## src/rtl/conv1d_cmd_sequencer.sv

```systemverilog
// conv1d_cmd_sequencer: takes one job descriptor and a 32-bit data word stream,
// then drives the conv1d CFU command port. The sequence is: configuration,
// filter/input buffer writes, start, done polling, result readback.
module conv1d_cmd_sequencer #(
  parameter int KERNEL_LENGTH = 8,
  parameter int CNT_W         = 16,
  parameter int POLL_TIMEOUT  = 4096
) (
  input  logic             clk,
  input  logic             rst_n,
  input  logic             job_valid,
  output logic             job_ready,
  input  logic             job_load_filter,
  input  logic [CNT_W-1:0] job_filter_words,
  input  logic [31:0]      job_input_base,
  input  logic [CNT_W-1:0] job_input_words,
  input  logic [31:0]      job_input_depth,
  input  logic [31:0]      job_input_offset,
  input  logic [31:0]      job_start_x,
  input  logic [31:0]      job_bias,
  input  logic [31:0]      job_mult,
  input  logic [31:0]      job_shift,
  input  logic [31:0]      job_act_min,
  input  logic [31:0]      job_act_max,
  input  logic [31:0]      job_out_offset,
  input  logic [31:0]      data_word,
  input  logic             data_valid,
  output logic             data_ready,
  output logic [31:0]      res_data,
  output logic             res_timeout,
  output logic             res_valid,
  input  logic             res_ready,
  output logic             cfu_en,
  output logic [6:0]       cfu_cmd,
  output logic [31:0]      cfu_inp0,
  output logic [31:0]      cfu_inp1,
  input  logic [31:0]      cfu_ret,
  output logic             busy
);
  localparam int PW = $clog2(POLL_TIMEOUT + 1);

  typedef enum logic [3:0] {
    S_IDLE, S_CFG, S_LDF, S_LDI, S_START, S_POLL, S_CHK, S_READ, S_CAP, S_OUT
  } state_e;

  typedef struct packed {
    logic             lf;
    logic [CNT_W-1:0] fw;
    logic [CNT_W-1:0] iw;
    logic [31:0]      base;
    logic [31:0]      depth;
    logic [31:0]      ring;
    logic [31:0]      off;
    logic [31:0]      sx;
    logic [31:0]      bias;
    logic [31:0]      mult;
    logic [31:0]      shift;
    logic [31:0]      amin;
    logic [31:0]      amax;
    logic [31:0]      oofs;
  } job_t;

  state_e           state_q, state_d;
  job_t             job_q, job_d;
  logic [3:0]       cfg_idx_q, cfg_idx_d;
  logic [CNT_W-1:0] cnt_q, cnt_d;
  logic [31:0]      addr_q, addr_d;
  logic [PW-1:0]    poll_q, poll_d;
  logic [31:0]      res_data_q, res_data_d;
  logic             res_timeout_q, res_timeout_d;
  logic             cfu_en_q, cfu_en_d;
  logic [6:0]       cfu_cmd_q, cfu_cmd_d;
  logic [31:0]      cfu_inp0_q, cfu_inp0_d;
  logic [31:0]      cfu_inp1_q, cfu_inp1_d;

  logic             fire;
  logic [31:0]      addr_inc, addr_wrap;
  logic [PW-1:0]    poll_inc;

  // Stream handshake: accept words only while the current load phase has words left.
  assign data_ready = ((state_q == S_LDF) && (cnt_q != job_q.fw)) ||
                      ((state_q == S_LDI) && (cnt_q != job_q.iw));
  assign fire       = data_valid & data_ready;
  assign addr_inc   = addr_q + 32'd4;
  assign addr_wrap  = (addr_inc >= job_q.ring) ? addr_inc - job_q.ring : addr_inc;
  assign poll_inc   = poll_q + PW'(1);

  // State and datapath registers; an async reset abandons any job in flight.
  always_ff @(posedge clk or negedge rst_n) begin
    if (!rst_n) begin
      state_q       <= S_IDLE;
      job_q         <= '0;
      cfg_idx_q     <= '0;
      cnt_q         <= '0;
      addr_q        <= '0;
      poll_q        <= '0;
      res_data_q    <= '0;
      res_timeout_q <= 1'b0;
      cfu_en_q      <= 1'b0;
      cfu_cmd_q     <= '0;
      cfu_inp0_q    <= '0;
      cfu_inp1_q    <= '0;
    end else begin
      state_q       <= state_d;
      job_q         <= job_d;
      cfg_idx_q     <= cfg_idx_d;
      cnt_q         <= cnt_d;
      addr_q        <= addr_d;
      poll_q        <= poll_d;
      res_data_q    <= res_data_d;
      res_timeout_q <= res_timeout_d;
      cfu_en_q      <= cfu_en_d;
      cfu_cmd_q     <= cfu_cmd_d;
      cfu_inp0_q    <= cfu_inp0_d;
      cfu_inp1_q    <= cfu_inp1_d;
    end
  end

  // Next-state logic. Each load phase exits one cycle after its last word, so
  // the lagged data command never collides with the following START command.
  always_comb begin
    state_d       = state_q;
    job_d         = job_q;
    cfg_idx_d     = cfg_idx_q;
    cnt_d         = cnt_q;
    addr_d        = addr_q;
    poll_d        = poll_q;
    res_data_d    = res_data_q;
    res_timeout_d = res_timeout_q;
    case (state_q)
      S_IDLE: if (job_valid) begin
        job_d.lf      = job_load_filter;
        job_d.fw      = job_filter_words;
        job_d.iw      = job_input_words;
        job_d.base    = job_input_base;
        job_d.depth   = job_input_depth;
        job_d.ring    = 32'(KERNEL_LENGTH) * job_input_depth;
        job_d.off     = job_input_offset;
        job_d.sx      = job_start_x;
        job_d.bias    = job_bias;
        job_d.mult    = job_mult;
        job_d.shift   = job_shift;
        job_d.amin    = job_act_min;
        job_d.amax    = job_act_max;
        job_d.oofs    = job_out_offset;
        res_data_d    = '0;
        res_timeout_d = 1'b0;
        cfg_idx_d     = '0;
        state_d       = S_CFG;
      end
      S_CFG: begin
        if (cfg_idx_q == 4'd9) begin
          cnt_d = '0;
          if (job_q.lf && (job_q.fw != '0)) begin
            addr_d  = '0;
            state_d = S_LDF;
          end else if (job_q.iw != '0) begin
            addr_d  = job_q.base;
            state_d = S_LDI;
          end else begin
            state_d = S_START;
          end
        end else begin
          cfg_idx_d = cfg_idx_q + 4'd1;
        end
      end
      S_LDF: begin
        if (cnt_q == job_q.fw) begin
          cnt_d   = '0;
          addr_d  = job_q.base;
          state_d = (job_q.iw != '0) ? S_LDI : S_START;
        end else if (fire) begin
          cnt_d  = cnt_q + CNT_W'(1);
          addr_d = addr_inc;
        end
      end
      S_LDI: begin
        if (cnt_q == job_q.iw) begin
          state_d = S_START;
        end else if (fire) begin
          cnt_d  = cnt_q + CNT_W'(1);
          addr_d = addr_wrap;
        end
      end
      S_START: begin
        poll_d  = '0;
        state_d = S_POLL;
      end
      S_POLL: state_d = S_CHK;
      S_CHK: begin
        if (cfu_ret[0]) begin
          state_d = S_READ;
        end else if (poll_inc == PW'(POLL_TIMEOUT)) begin
          res_timeout_d = 1'b1;
          res_data_d    = '0;
          state_d       = S_OUT;
        end else begin
          poll_d  = poll_inc;
          state_d = S_POLL;
        end
      end
      S_READ: state_d = S_CAP;
      S_CAP: begin
        res_data_d = cfu_ret;
        state_d    = S_OUT;
      end
      S_OUT: if (res_ready) state_d = S_IDLE;
      default: state_d = S_IDLE;
    endcase
  end

  // Command outputs: data writes come from the fire cycle; every other command is
  // keyed on the state being entered, so it is visible while that state is held.
  always_comb begin
    cfu_en_d   = 1'b0;
    cfu_cmd_d  = '0;
    cfu_inp0_d = '0;
    cfu_inp1_d = '0;
    if (fire) begin
      cfu_en_d   = 1'b1;
      cfu_cmd_d  = (state_q == S_LDF) ? 7'd2 : 7'd1;
      cfu_inp0_d = addr_q;
      cfu_inp1_d = data_word;
    end else begin
      case (state_d)
        S_CFG: begin
          cfu_en_d = 1'b1;
          case (cfg_idx_d)
            4'd0:    begin cfu_cmd_d = 7'd16; cfu_inp1_d = 32'd4;       end
            4'd1:    begin cfu_cmd_d = 7'd3;  cfu_inp1_d = job_q.off;   end
            4'd2:    begin cfu_cmd_d = 7'd5;  cfu_inp1_d = job_q.depth; end
            4'd3:    begin cfu_cmd_d = 7'd8;  cfu_inp1_d = job_q.sx;    end
            4'd4:    begin cfu_cmd_d = 7'd10; cfu_inp1_d = job_q.bias;  end
            4'd5:    begin cfu_cmd_d = 7'd11; cfu_inp1_d = job_q.mult;  end
            4'd6:    begin cfu_cmd_d = 7'd12; cfu_inp1_d = job_q.shift; end
            4'd7:    begin cfu_cmd_d = 7'd13; cfu_inp1_d = job_q.amin;  end
            4'd8:    begin cfu_cmd_d = 7'd14; cfu_inp1_d = job_q.amax;  end
            default: begin cfu_cmd_d = 7'd15; cfu_inp1_d = job_q.oofs;  end
          endcase
        end
        S_START: begin cfu_en_d = 1'b1; cfu_cmd_d = 7'd6; end
        S_POLL:  begin cfu_en_d = 1'b1; cfu_cmd_d = 7'd9; end
        S_READ:  begin cfu_en_d = 1'b1; cfu_cmd_d = 7'd7; end
        default: ;
      endcase
    end
  end

  assign job_ready   = (state_q == S_IDLE);
  assign busy        = (state_q != S_IDLE);
  assign res_valid   = (state_q == S_OUT);
  assign res_data    = res_data_q;
  assign res_timeout = res_timeout_q;
  assign cfu_en      = cfu_en_q;
  assign cfu_cmd     = cfu_cmd_q;
  assign cfu_inp0    = cfu_inp0_q;
  assign cfu_inp1    = cfu_inp1_q;
endmodule
```

## config.mk

```make
export PLATFORM = sky130hd
export DESIGN_NAME = conv1d_cmd_sequencer
export DESIGN_NICKNAME = d
export VERILOG_FILES = /design/src/rtl/conv1d_cmd_sequencer.sv
export SDC_FILE = /design/constraint.sdc
export NUM_CORES = 1
export LEC_CHECK = 0
export CORE_UTILIZATION = 45
export CTS_BUF_LIST = sky130_fd_sc_hd__clkbuf_4 sky130_fd_sc_hd__clkbuf_8
export DETAILED_ROUTE_END_ITERATION = 6
export PLACE_DENSITY = 0.72
export SLEW_MARGIN = 25
export SYNTH_ARGS = -nofsm -noshare
export SYNTH_HDL_FRONTEND = slang
export SYNTH_SLANG_ARGS = --single-unit
```

## constraint.sdc

```tcl
create_clock -name clk -period 4.9 [get_ports clk]
set_input_delay 0.49 -clock clk [delete_from_list [all_inputs] [get_ports clk]]
set_output_delay 0.49 -clock clk [all_outputs]
set_load 0.1 [all_outputs]
```

# Yosys cells after proc, flatten, opt, wreduce, memory -nomap -nowiden
# Index checks and enable logic that the tools add are counted.
# op_classes
addsub	5
magnitude_cmp	1
n_eq_ne	36
mux	48
bitwise	1
n_reduce_logical	20
# ops
cell	n
two-way mux 32 bit	14
one-hot mux 32 bit (9 select lines)	1
one-hot mux 32 bit (3 select lines)	2
two-way mux 16 bit	4
one-hot mux 16 bit (3 select lines)	1
one-hot mux 5 bit (9 select lines)	1
equality test 4 x 3 -> 1 bit, second input constant	11
one-hot mux 4 bit (10 select lines)	1
two-way mux 4 bit	9
adder 32 x 3 -> 32 bit, second input constant	1
equality test 16 bit	2
greater-or-equal comparator 32 bit	1
inequality test 16 bit	2
nonzero test 16 bit	2
subtractor 32 bit	1
two-way mux 13 bit	2
one-hot mux 13 bit (2 select lines)	1
one-hot mux 5 bit (4 select lines)	1
adder 16 x 1 -> 16 bit, second input constant	1
equality test 4 x 2 -> 1 bit, second input constant	4
equality test 4 bit, second input constant	4
inequality test 2 bit, second input constant	7
adder 13 x 1 -> 13 bit, second input constant	1
equality test 13 bit, second input constant	1
22 further kinds	36
# word_totals
reg_bits	556
output_inout_bits	109

# Longest topological paths before layout
# logic_depth
depth_word	9
mapped_depth	18

# Worst setup path before layout
# OpenSTA, ideal clock, no wires.
# synth_path
path_kind	register -> register
startpoint	reg addr_q[11]
endpoint	reg addr_q[29]
setup_ns	0.142
t_arrival_ns	3.687
slack_ns	1.071
path_stages_with_launch	18
n_path_buf	1
synth_period_minus_slack_ns	3.829
cell_sequence	dfrtp_1 clkbuf_1 nand4_1 nor4_1 and2_1 nand4_1 xor2_1 inv_1 ha_1 a21o_1 a21o_1 a211oi_1 o2111ai_1 o2111ai_1 nand2_1 mux2_2 a222oi_1 a31oi_1
# synth_via
elab_chain_len	6
# synth_rtl
item	line_no	text
start: declaration	67	logic [31:0] addr_q, addr_d;
start signal: assignment	108	addr_q <= addr_d;
adder 32 x 3 -> 32 bit (*)	84	assign addr_inc = addr_q + 32'd4;
subtractor 32 bit / greater-or-equal comparator 32 bit (equally long branches)	85	assign addr_wrap = (addr_inc >= job_q.ring) ? addr_inc - job_q.ring : addr_inc;
two-way mux 32 bit	85	
two-way mux 32 bit	180	end else if (fire) begin
two-way mux 32 bit	178	if (cnt_q == job_q.iw) begin
one-hot mux 32 bit (3 select lines) (*)	130	case (state_q)
# Every way passes the cells marked *; elsewhere a longest branch is shown, timed or not. The select of a mux whose other input is x is not followed.
# A chain may end at the register's enable or synchronous reset.

# Final worst setup path
# layout_path
startpoint	reg addr_q[4]
endpoint	reg addr_q[31]
# Same word-level chain as after synthesis.

==> qor.txt <==
Top fanout value on the critical path: 29
DPL Wire Length: 63.7 mm
RSZ-0062 raised after global routing: true
Maximum clock path buffer count: 3
Gr ovfl total: 0
Post-synth ARST share: 100%
First-pass GRT wire length: 137 mm
Post-synth cell types: 83
Clock Latency Late Sink: 0.71 ns
Area growth, synth to finish: 32.1%
Psw: 10.2 mW
Placement Cell Area: 31100 um2
Worst-Margin Slew: 1.33 ns
Antenna violations before repair: 4
Post-synth EDFFs: 0
Vert. Die Dim: 239 um
Via count: 23200
Total number of clock tree sinks: 525
CTS tree: built
Final Hold Fails: 0
Setup CP Type: register to register
Worst path required time: 5.47 ns
Fmax: 216 MHz
FF+latch count, synth: 525
Vias per cell: 5.53
# port buffers: 528
FP Rows: 86
Largest net degree at the start of global routing: 236
Drt drc: 0
Part of the power in registers: 32.9%
Die width: 239 um
Routed wire per std cell: 21.4 um
Startpoint types: register
Total CTS buffers: 94
H-Tree Depth: 3
Seq/Total Area, Yosys: 52.2%
Gpl congestion: 0.926
Cell Count, Final, Fillers Out: 4190
Clock Power Share: 20.3%
Fin nets: 3824
Max-slew violation count: 0
Fin area: 33300 um2
Data arrival time of the critical path: 5.20 ns
Commonest non-fill, non-tap cell in the layout: nand2_1
Logic pwr share: 46.8%
HP Class: input port to register
Critical Path End Type: register
Initial Util: 45.6%
Max IR drop VDD: 0.000316 V
Internal power: 12.3 mW
Core Region: 55200 um2
Root Buffer: clkbuf_8
Fillers: 4867
Leak: 15.8 nW
Hold Slack: 0.303 ns
Drt total wl: 89.8 mm
PwrDens: 676 nW/um2
Slew headroom: 11.1%
Endpoints failing setup: 0
Finished Core Util: 60.3%
YS warnings: 0
Max-cap viol count: 0
Tot Pwr: 22.5 mW
Final Critical Period: 4.63 ns
Commonest cells after routing, fill and taps aside: nand2_1 (1182), dfrtp_1 (525), clkdlybuf4s50_1 (525)
Antenna Nets Post-Route: 0
Avg Cell Area, Syn: 8.74 um2
Share of cells above drive strength 1: 7.47%
Initial DRC count: 2173
Die area: 56900 um2
Post-synthesis cell count: 2880
Vias in the first global route: 23600
All-layer global routing usage: 31.7%
Final cycle utilization of the critical path: 94.5%
Clk slew on worst S/H paths: 0.06 ns
Drt pass-1 iters: 6
Mapped Area: 25200 um2
Placed insts: 4017
Status: finished, final reports clean
Clock Skew: 0.0368 ns
Sw Ratio: 45.3%
Ports: 531
Post-synth top flop: dfrtp_1
==> timing repair <==
| action | CTS | global route |
|---|---|---|
| hold buffers | 1 | 0 |
| gates resized for setup | 0 | 1 |
| setup endpoints to repair | 0 | 25 |
| endpoints found under the hold margin | 60 | 0 |
| buffers inserted | 0 | 0 |
==> cell families (layout without fill, tap and decap cells) <==
family          Yosys count  after routing  synth area share (%)
simple gates           1511           1511                  25.0
flops                   525            525                  52.2
compound gates          452            452                  12.7
buf+inv                 229            788                  3.76
xor+xnor                 92             92                  3.20
fa+ha+maj                35             35                  1.77
mux                      35             35                  1.40
other cells               1              4                0.0149
==> Yosys cell counts, types with 14 or more instances <==
| master | number | area, um2 |
|---|---|---|
| a21o_1 | 15 | 113 |
| a21oi_1 | 57 | 285 |
| a222oi_1 | 18 | 180 |
| a22o_1 | 33 | 289 |
| a22oi_1 | 56 | 420 |
| and3_1 | 42 | 263 |
| buf_2 | 33 | 165 |
| clkbuf_1 | 123 | 462 |
| dfrtp_1 | 525 | 13100 |
| ha_1 | 34 | 425 |
| inv_1 | 57 | 214 |
| mux2i_1 | 34 | 340 |
| nand2_1 | 1184 | 4440 |
| nand2b_1 | 14 | 87.6 |
| nand3_1 | 50 | 250 |
| nand4_1 | 39 | 244 |
| nor2_1 | 85 | 319 |
| nor4_1 | 14 | 87.6 |
| o211ai_1 | 33 | 248 |
| o21ai_0 | 113 | 566 |
| o221ai_1 | 20 | 175 |
| xnor2_1 | 67 | 587 |
| xor2_1 | 25 | 219 |
==> through the flow <==
step	TNS (ns)	worst slack, ns
after floorplan	0	1.07
after global placement	0	0.479
after detailed placement	0	0.360
after CTS	0	0.319
after global routing	-0.130	-0.0725
final	0	0.271
==> layer usage <==
metal	up-vias	routed length, um	global-route usage, %
li1	10700	-	-
met1	11200	37200	42.3
met4	4	3550	14.2
met3	172	7090	5.53
met2	1127	42000	50.5
met5	-	22	0
==> sequential cells by signal (all words and copies together), names as in the netlist <==
name,flops
cfu_en,1
state_q,4
cfu_inp0,32
cfg_idx_q,4
cfu_inp1,32
job_q,353
addr_q,32
res_data,32
res_timeout,1
poll_q,13
cnt_q,16
cfu_cmd,5
==> final timing paths <==
path	from	endpoint	slack (ns)	cells after the start
setup / recovery	addr_q[4]	addr_q[31]	0.27	16
hold / removal	job_out_offset[17]	job_q[17]	0.30	3
min in group asynchronous	rst_n	cfu_inp1[26]	0.34	2
setup reg to reg	addr_q[4]	addr_q[31]	0.27	16
max in group asynchronous	rst_n	job_q[69]	3.40	3
hold reg to reg	job_q[36]	job_q[36]	0.47	2
==> power by group through the flow <==
| stage | Sequential, mW | Combinational, mW | Clock [mW] |
|---|---|---|---|
| floorplan | 8.01 | 6.17 | 0 |
| global placement | 7.36 | 10.2 | 0 |
| detailed placement | 7.41 | 10.4 | 0 |
| CTS | 7.36 | 10.5 | 4.63 |
| global route | 7.55 | 11.5 | 4.83 |
| finish | 7.40 | 10.5 | 4.57 |
==> area by class of cell <==
class,count,area (um2),area share [%]
sequential,525,13100,39.5
clock buffer,149,1860,5.60
timing repair buffer,561,5690,17.1
inverter,58,219,0.658
clock inverter,20,233,0.700
tap,748,936,2.81
antenna,2,5.00,0.0150
multi-input combinational,2127,11200,33.6
==> critical path, stage by stage, from the launching register on <==
cell       delay, ns
dfrtp_1         0.44
and3_1          0.25
and4_1          0.30
nand4_1         0.38
nor2_1          0.33
nand3_1         0.14
xnor2_1         0.18
ha_1            0.40
a21oi_1         0.09
o21ai_0         0.27
nand4_1         0.18
o2111ai_1       0.15
o2111ai_1       0.26
a31o_2          0.53
a221oi_1        0.32
a21oi_1         0.07
a31o_2          0.23
Note: power is estimated with default switching activity, not from simulation.
